File: src/rtl/inst_fetch_queue_if.sv
// Fetch-stage bus: program-memory request/ack, branch redirect and the instruction
// handshake toward the core. The fetch queue is the master side.
interface inst_fetch_queue_if #(
  parameter int ADDR_W = 8,
  parameter int INST_W = 16
) ();
  logic              imem_req;
  logic [ADDR_W-1:0] imem_addr;
  logic              imem_ack;
  logic [INST_W-1:0] imem_data;
  logic              branch_valid;
  logic [ADDR_W-1:0] branch_target;
  logic [INST_W-1:0] inst;
  logic [ADDR_W-1:0] inst_pc;
  logic              inst_valid;
  logic              inst_ready;

  modport master (
    output imem_req, imem_addr,
    input  imem_ack, imem_data,
    input  branch_valid, branch_target,
    output inst, inst_pc, inst_valid,
    input  inst_ready
  );

  modport slave (
    input  imem_req, imem_addr,
    output imem_ack, imem_data,
    output branch_valid, branch_target,
    input  inst, inst_pc, inst_valid,
    output inst_ready
  );
endinterface

File: src/rtl/inst_fetch_queue.sv
// Instruction fetch stage: single-outstanding program-memory fetch feeding a small
// prefetch FIFO of {word, pc}; a branch redirect flushes the FIFO and any in-flight fetch.
//
// state    | meaning
// ST_IDLE  | no fetch outstanding; may issue a request
// ST_WAIT  | request outstanding, its data will be queued
// ST_DRAIN | request outstanding but cancelled by a branch; data is dropped
module inst_fetch_queue #(
  parameter int DEPTH  = 4,
  parameter int ADDR_W = 8,
  parameter int INST_W = 16
) (
  input  logic                   clk,
  input  logic                   rst_n,
  input  logic                   enable,
  inst_fetch_queue_if.master     bus,
  output logic [$clog2(DEPTH):0] occupancy
);
  localparam int PW = $clog2(DEPTH);
  localparam int CW = PW + 1;
  localparam logic [CW-1:0] FULL_CNT = CW'(DEPTH);
  localparam logic [CW-1:0] LAST_CNT = CW'(DEPTH - 1);

  typedef enum logic [1:0] {ST_IDLE, ST_WAIT, ST_DRAIN} state_t;

  state_t            state, state_nxt;
  logic [ADDR_W-1:0] fetch_pc, pc_nxt;
  logic              req_nxt;
  logic              push;
  logic              pop;
  logic              room_idle;
  logic              room_chain;

  logic [INST_W-1:0] word_mem [DEPTH];
  logic [ADDR_W-1:0] pc_mem   [DEPTH];
  logic [PW-1:0]     rd_ptr, wr_ptr;
  logic [CW-1:0]     count;

  assign pop        = (count != '0) && bus.inst_ready;
  assign room_idle  = (count < FULL_CNT) || pop;
  // An ack that also re-requests must leave a slot for the next ack after its own push.
  assign room_chain = (count < LAST_CNT) || pop;

  // An ack with room issues the next fetch at once, passing through IDLE in the same
  // cycle, so a 1-cycle memory sustains one instruction every two cycles.
  always_comb begin
    state_nxt = state;
    pc_nxt    = fetch_pc;
    req_nxt   = 1'b0;
    push      = 1'b0;
    unique case (state)
      ST_IDLE: begin
        if (!bus.branch_valid && enable && room_idle) begin
          req_nxt   = 1'b1;
          state_nxt = ST_WAIT;
        end
      end
      ST_WAIT: begin
        if (bus.branch_valid) begin
          state_nxt = bus.imem_ack ? ST_IDLE : ST_DRAIN;
        end else if (bus.imem_ack) begin
          push   = 1'b1;
          pc_nxt = fetch_pc + 1'b1;
          if (enable && room_chain) begin
            req_nxt = 1'b1;
          end else begin
            state_nxt = ST_IDLE;
          end
        end
      end
      ST_DRAIN: begin
        if (bus.imem_ack) begin
          state_nxt = ST_IDLE;
        end
      end
      default: state_nxt = ST_IDLE;
    endcase
    if (bus.branch_valid) begin
      pc_nxt = bus.branch_target;
    end
  end

  always_ff @(posedge clk) begin
    if (!rst_n) begin
      state         <= ST_IDLE;
      fetch_pc      <= '0;
      bus.imem_req  <= 1'b0;
      bus.imem_addr <= '0;
    end else begin
      state        <= state_nxt;
      fetch_pc     <= pc_nxt;
      bus.imem_req <= req_nxt;
      if (req_nxt) begin
        bus.imem_addr <= pc_nxt;
      end
    end
  end

  always_ff @(posedge clk) begin
    if (!rst_n) begin
      rd_ptr <= '0;
      wr_ptr <= '0;
      count  <= '0;
    end else if (bus.branch_valid) begin
      rd_ptr <= '0;
      wr_ptr <= '0;
      count  <= '0;
    end else begin
      if (push) begin
        wr_ptr <= wr_ptr + 1'b1;
      end
      if (pop) begin
        rd_ptr <= rd_ptr + 1'b1;
      end
      case ({push, pop})
        2'b10:   count <= count + 1'b1;
        2'b01:   count <= count - 1'b1;
        default: count <= count;
      endcase
    end
  end

  always_ff @(posedge clk) begin
    if (push) begin
      word_mem[wr_ptr] <= bus.imem_data;
      pc_mem[wr_ptr]   <= fetch_pc;
    end
  end

  assign bus.inst_valid = (count != '0);
  assign bus.inst       = bus.inst_valid ? word_mem[rd_ptr] : '0;
  assign bus.inst_pc    = bus.inst_valid ? pc_mem[rd_ptr] : '0;
  assign occupancy      = count;
endmodule

File: src/flat_wrapper.sv
// flat-port wrapper written by rule: the top's interface ports become plain ports
module inst_fetch_queue_flat 
#(
  parameter int DEPTH  = 4,
  parameter int ADDR_W = 8,
  parameter int INST_W = 16
)
  (clk, rst_n, enable, occupancy, bus_imem_req, bus_imem_addr, bus_imem_ack, bus_imem_data, bus_branch_valid, bus_branch_target, bus_inst, bus_inst_pc, bus_inst_valid, bus_inst_ready);
  inst_fetch_queue_if #(.ADDR_W(ADDR_W), .INST_W(INST_W)) bus_i ();
  input  logic clk;
  input  logic rst_n;
  input  logic enable;
  output logic [$clog2(DEPTH):0] occupancy;
  output wire logic [$bits(bus_i.imem_req)-1:0] bus_imem_req;
  output wire logic [$bits(bus_i.imem_addr)-1:0] bus_imem_addr;
  input wire logic [$bits(bus_i.imem_ack)-1:0] bus_imem_ack;
  input wire logic [$bits(bus_i.imem_data)-1:0] bus_imem_data;
  input wire logic [$bits(bus_i.branch_valid)-1:0] bus_branch_valid;
  input wire logic [$bits(bus_i.branch_target)-1:0] bus_branch_target;
  output wire logic [$bits(bus_i.inst)-1:0] bus_inst;
  output wire logic [$bits(bus_i.inst_pc)-1:0] bus_inst_pc;
  output wire logic [$bits(bus_i.inst_valid)-1:0] bus_inst_valid;
  input wire logic [$bits(bus_i.inst_ready)-1:0] bus_inst_ready;
  assign bus_imem_req = bus_i.imem_req;
  assign bus_imem_addr = bus_i.imem_addr;
  assign bus_i.imem_ack = bus_imem_ack;
  assign bus_i.imem_data = bus_imem_data;
  assign bus_i.branch_valid = bus_branch_valid;
  assign bus_i.branch_target = bus_branch_target;
  assign bus_inst = bus_i.inst;
  assign bus_inst_pc = bus_i.inst_pc;
  assign bus_inst_valid = bus_i.inst_valid;
  assign bus_i.inst_ready = bus_inst_ready;
  inst_fetch_queue #(.DEPTH(DEPTH), .ADDR_W(ADDR_W), .INST_W(INST_W)) u_core (.clk(clk), .rst_n(rst_n), .enable(enable), .bus(bus_i), .occupancy(occupancy));
endmodule
File: config.mk
export PLATFORM = sky130hd
export DESIGN_NAME = inst_fetch_queue_flat
export DESIGN_NICKNAME = d
export VERILOG_FILES = /design/src/rtl/inst_fetch_queue_if.sv /design/src/rtl/inst_fetch_queue.sv /design/src/flat_wrapper.sv
export SDC_FILE = /design/constraint.sdc
export NUM_CORES = 1
export LEC_CHECK = 0
export ABC_AREA = 1
export BUFFER_PORTS_ARGS = -buffer_cell sky130_fd_sc_hd__buf_2
export CAP_MARGIN = 20
export CORE_ASPECT_RATIO = 1.25
export CORE_UTILIZATION = 25
export CTS_BUF_LIST = sky130_fd_sc_hd__clkbuf_8
export DETAILED_ROUTE_END_ITERATION = 8
export PLACE_DENSITY = 0.41
export SYNTH_ARGS = -nofsm -noshare
export SYNTH_HDL_FRONTEND = slang
export SYNTH_SLANG_ARGS = --single-unit
export TNS_END_PERCENT = 10
File: constraint.sdc
create_clock -name clk -period 2.2 [get_ports clk]
set_input_delay 0.22 -clock clk [delete_from_list [all_inputs] [get_ports clk]]
set_output_delay 0.22 -clock clk [all_outputs]
set_load 0.1 [all_outputs]
==> metrics.md <==
| Metric | Value |
|---|---|
| GRT Overall Usage | 12.2% |
| Switching power | 0.00118 W |
| Share of layout cells above drive strength 1 | 26.4% |
| Count of different cell masters after synthesis | 27 |
| Total power | 0.00518 W |
| Unrepaired setup endpoints after global routing | false |
| Final nets | 619 |
| DRC | 0 |
| Tmin final | 2040 ps |
| Ports | 67 |
| First-pass GRT wire length | 18.9 mm |
| Antenna cells | 0 |
| Min-delay src | bus_imem_data[10] |
| Worst Hold End | u_core.word_mem[0][10] |
| Critical path, cell by cell | nor3_4, buf_6, inv_1, buf_2 |
| Setup CP Type | register to output pin |
| Mean number of vias per cell | 4.23 |
| Final Max Slew Viols | 0 |
| Reg2reg start | u_core.state[1] |
| Hold Crit Class | primary input to register |
| Yosys reg bits | 124 |
| Warnings, synthesis | 0 |
| Worst Setup End Kind | output pin |
| Die W | 130 µm |
| Comb pwr share | 7.8% |
| Total of max-cap violations | 0 |
| DR WL/cell | 13.8 µm |
| Pwr/cell area | 741 nW/µm² |
| Reg2reg path depth | 11 |
| H-tree levels | 4 |
| Core ar. | 20200 µm² |
| Crit Reg-Reg Endpoint | u_core.occupancy[2] |
| Skew final | 13.1 ps |
| Worst Hold Depth | 1 |
| Cts bufs inserted | 17 |
| Final setup fails | 0 |
| Seq pwr share | 49.8% |
| CP peak stage delay | 410 ps |
| TNS Setup | 0 ps |
| FMAX | 490 MHz |
| DR vias | 3658 |
| Flip-flop and latch area | 3450 µm² |
| CP required | 1980 ps |
| CP Launch Type | register |
| CP max FO | 25 |
| Drt pass-1 iters | 5 |
| Num Clock Sinks | 124 |
| Worst-margin pin slew | 488 ps |
| Worst hold margin | 24.2 ps |
| Antenna viol nets, final | 0 |
| Clk buf depth | 2 |
| Period utilisation layout | 92.7% |
| Syn Nets | 528 |
| Die height | 162 µm |
| Initial Utilization | 25.5% |
| Vias in the first global route | 3671 |
| Synth Cell Area | 5140 µm² |
| Placed inst area | 6390 µm² |
| WL final | 11.9 mm |
| Initial DRC count | 218 |
| Initial antenna violation count | 0 |
| Clock power frac | 42.4% |
| Routability cong. | 0.719 |
| Reg-to-reg slack, setup | 240 ps |
| Slowest-stage cell, CP | buf_6 |
| Clock root cell | clkbuf_8 |
| Synthesis-to-layout area growth | 35.8% |
| Cell internal pwr | 0.00399 W |
| Worst slew margin | 67.7% |
| Sw Share | 22.9% |
| TritonCTS clock tree | built |
| Most common cell after layout, fill and taps aside | nor2_1 |
| Std cell rows | 58 |
| Largest net degree at the start of global routing | 41 |
| Die area | 21200 µm² |
| Clk Latency, worst-skew pair | 430 ps |
| Crit path DAT | 1820 ps |
| Outcome | finished clean |
| Reg clk slew, reported paths | 70 ps |
| Post-Route Utilization | 34.6% |
| Remaining global-route overflow | 0 |
| Sequential area share after synthesis | 66.9% |
| CP top delay family | buffers and inverters |
| P_leak | 2.59 nW |
| Most frequent cells in the layout | 114 x nor2_1, 96 x edfxtp_1, 51 x o21ai_0 |
| Detailed placement HPWL | 7.33 mm |
| Fillers | 2066 |
| Final instance area | 6990 µm² |
| Cell count after synthesis | 491 |
| Port Buffers | 66 |
| Worst VDD drop | 0.411 mV |
| Final hold violation count | 0 |
| Footprint of the multi-input gates | 1600 µm² |
| Mean post-synth cell area | 10.5 µm² |
| CP bufs+invs | 3 |
==> metrics by stage <==
stage          setup WS [ps]  std cells
6_report                 161        865
3_5_place_dp             220        818
3_3_place_gp             269        818
5_1_grt                 24.9        865
2_1_floorplan           38.9        491
4_1_cts                -1.57        865
==> cell usage after synthesis <==
master / n / area (µm²)
inv_2: 5 / 18.8
nand3_1: 20 / 100
o21ai_0: 57 / 285
nor2_1: 118 / 443
nor2_4: 1 / 11.3
a21oi_1: 39 / 195
nand4_1: 2 / 12.5
clkbuf_1: 8 / 30.0
nand2_1: 36 / 135
o21bai_1: 1 / 7.51
nor2_2: 3 / 18.8
dfxtp_1: 28 / 561
nor3_4: 1 / 16.3
nand3b_1: 2 / 15.0
buf_2: 9 / 45.0
fa_1: 1 / 20.0
ha_1: 6 / 75.1
edfxtp_1: 96 / 2880
buf_4: 3 / 22.5
inv_1: 42 / 158
nor3_2: 1 / 10.0
nor3_1: 1 / 5.00
nand2_2: 1 / 6.26
inv_4: 1 / 6.26
nand3_4: 1 / 17.5
o21ai_1: 7 / 35.0
nand2_4: 1 / 11.3
==> area by class of cell <==
class / count / share of cell area (%)
Clock buffer: 17 / 3.35
Clock inverter: 15 / 2.94
Inverter: 48 / 2.70
Multi-Input combinational cell: 299 / 22.8
Sequential cell: 124 / 49.4
Tap cell: 270 / 4.84
Timing Repair Buffer: 92 / 13.9
==> sequential cells by signal (all words and copies together), names as in the netlist, named ones only <==
signal and cells:
u_core.rd_ptr 2, u_core.bus.imem_req 1, u_core.fetch_pc 8, u_core.state 2
u_core.word_mem 64, u_core.pc_mem 32, u_core.bus.imem_addr 8, u_core.occupancy 3
u_core.wr_ptr 2
==> power by group through the flow <==
stage	combinational [W]	sequential, W	clock [W]
global placement	0.000388	0.00263	0
global route	0.000438	0.00258	0.00235
detailed placement	0.000390	0.00263	0
CTS	0.000410	0.00258	0.00226
finish	0.000406	0.00258	0.00220
floorplan	0.000175	0.00272	0
==> routing by layer <==
| layer | track usage (%) | vias to the layer above | wire (µm) |
|---|---|---|---|
| li1 | - | 1842 | - |
| met4 | 5.81 | 0 | 186 |
| met2 | 20.3 | 87 | 5840 |
| met3 | 3.12 | 12 | 494 |
| met5 | 0 | - | 0 |
| met1 | 14.6 | 1717 | 5370 |
==> cells by family after synthesis <==
logic type | count (synthesis) | share of synthesized area (%)
flip-flops | 124 | 66.9
buffers and inverters | 68 | 5.45
AO/OA/AOI/OAI | 104 | 10.2
AND/OR/NAND/NOR | 188 | 15.6
adder cells (fa/ha/maj) | 7 | 1.85
==> how the worst max path moves through the flow <==
stage                                    from             endpoint  slack [ps]  depth (start not counted)
final                     u_core.occupancy[0]       bus_inst_valid         160                          4
after CTS                            register       bus_inst_pc[2]          -2                          5
after floorplan               u_core.state[0]  u_core.pc_mem[0][0]          40                          4
after global routing                 register          bus_inst[3]          20                          5
after detailed placement      u_core.state[1]  u_core.occupancy[2]         220                         11
after global placement        u_core.state[1]  u_core.occupancy[2]         270                         11
==> repair_timing <==
action | in CTS | in global routing
setup endpoints to repair | 18 | 16
pin swaps | 0 | 1
gates resized for setup | 4 | 7
buffers inserted | 2 | 0
hold buffers | 13 | 0
endpoints found under the hold margin | 52 | 0
gates cloned | 0 | 0
Power figures use the tool's default switching activity.
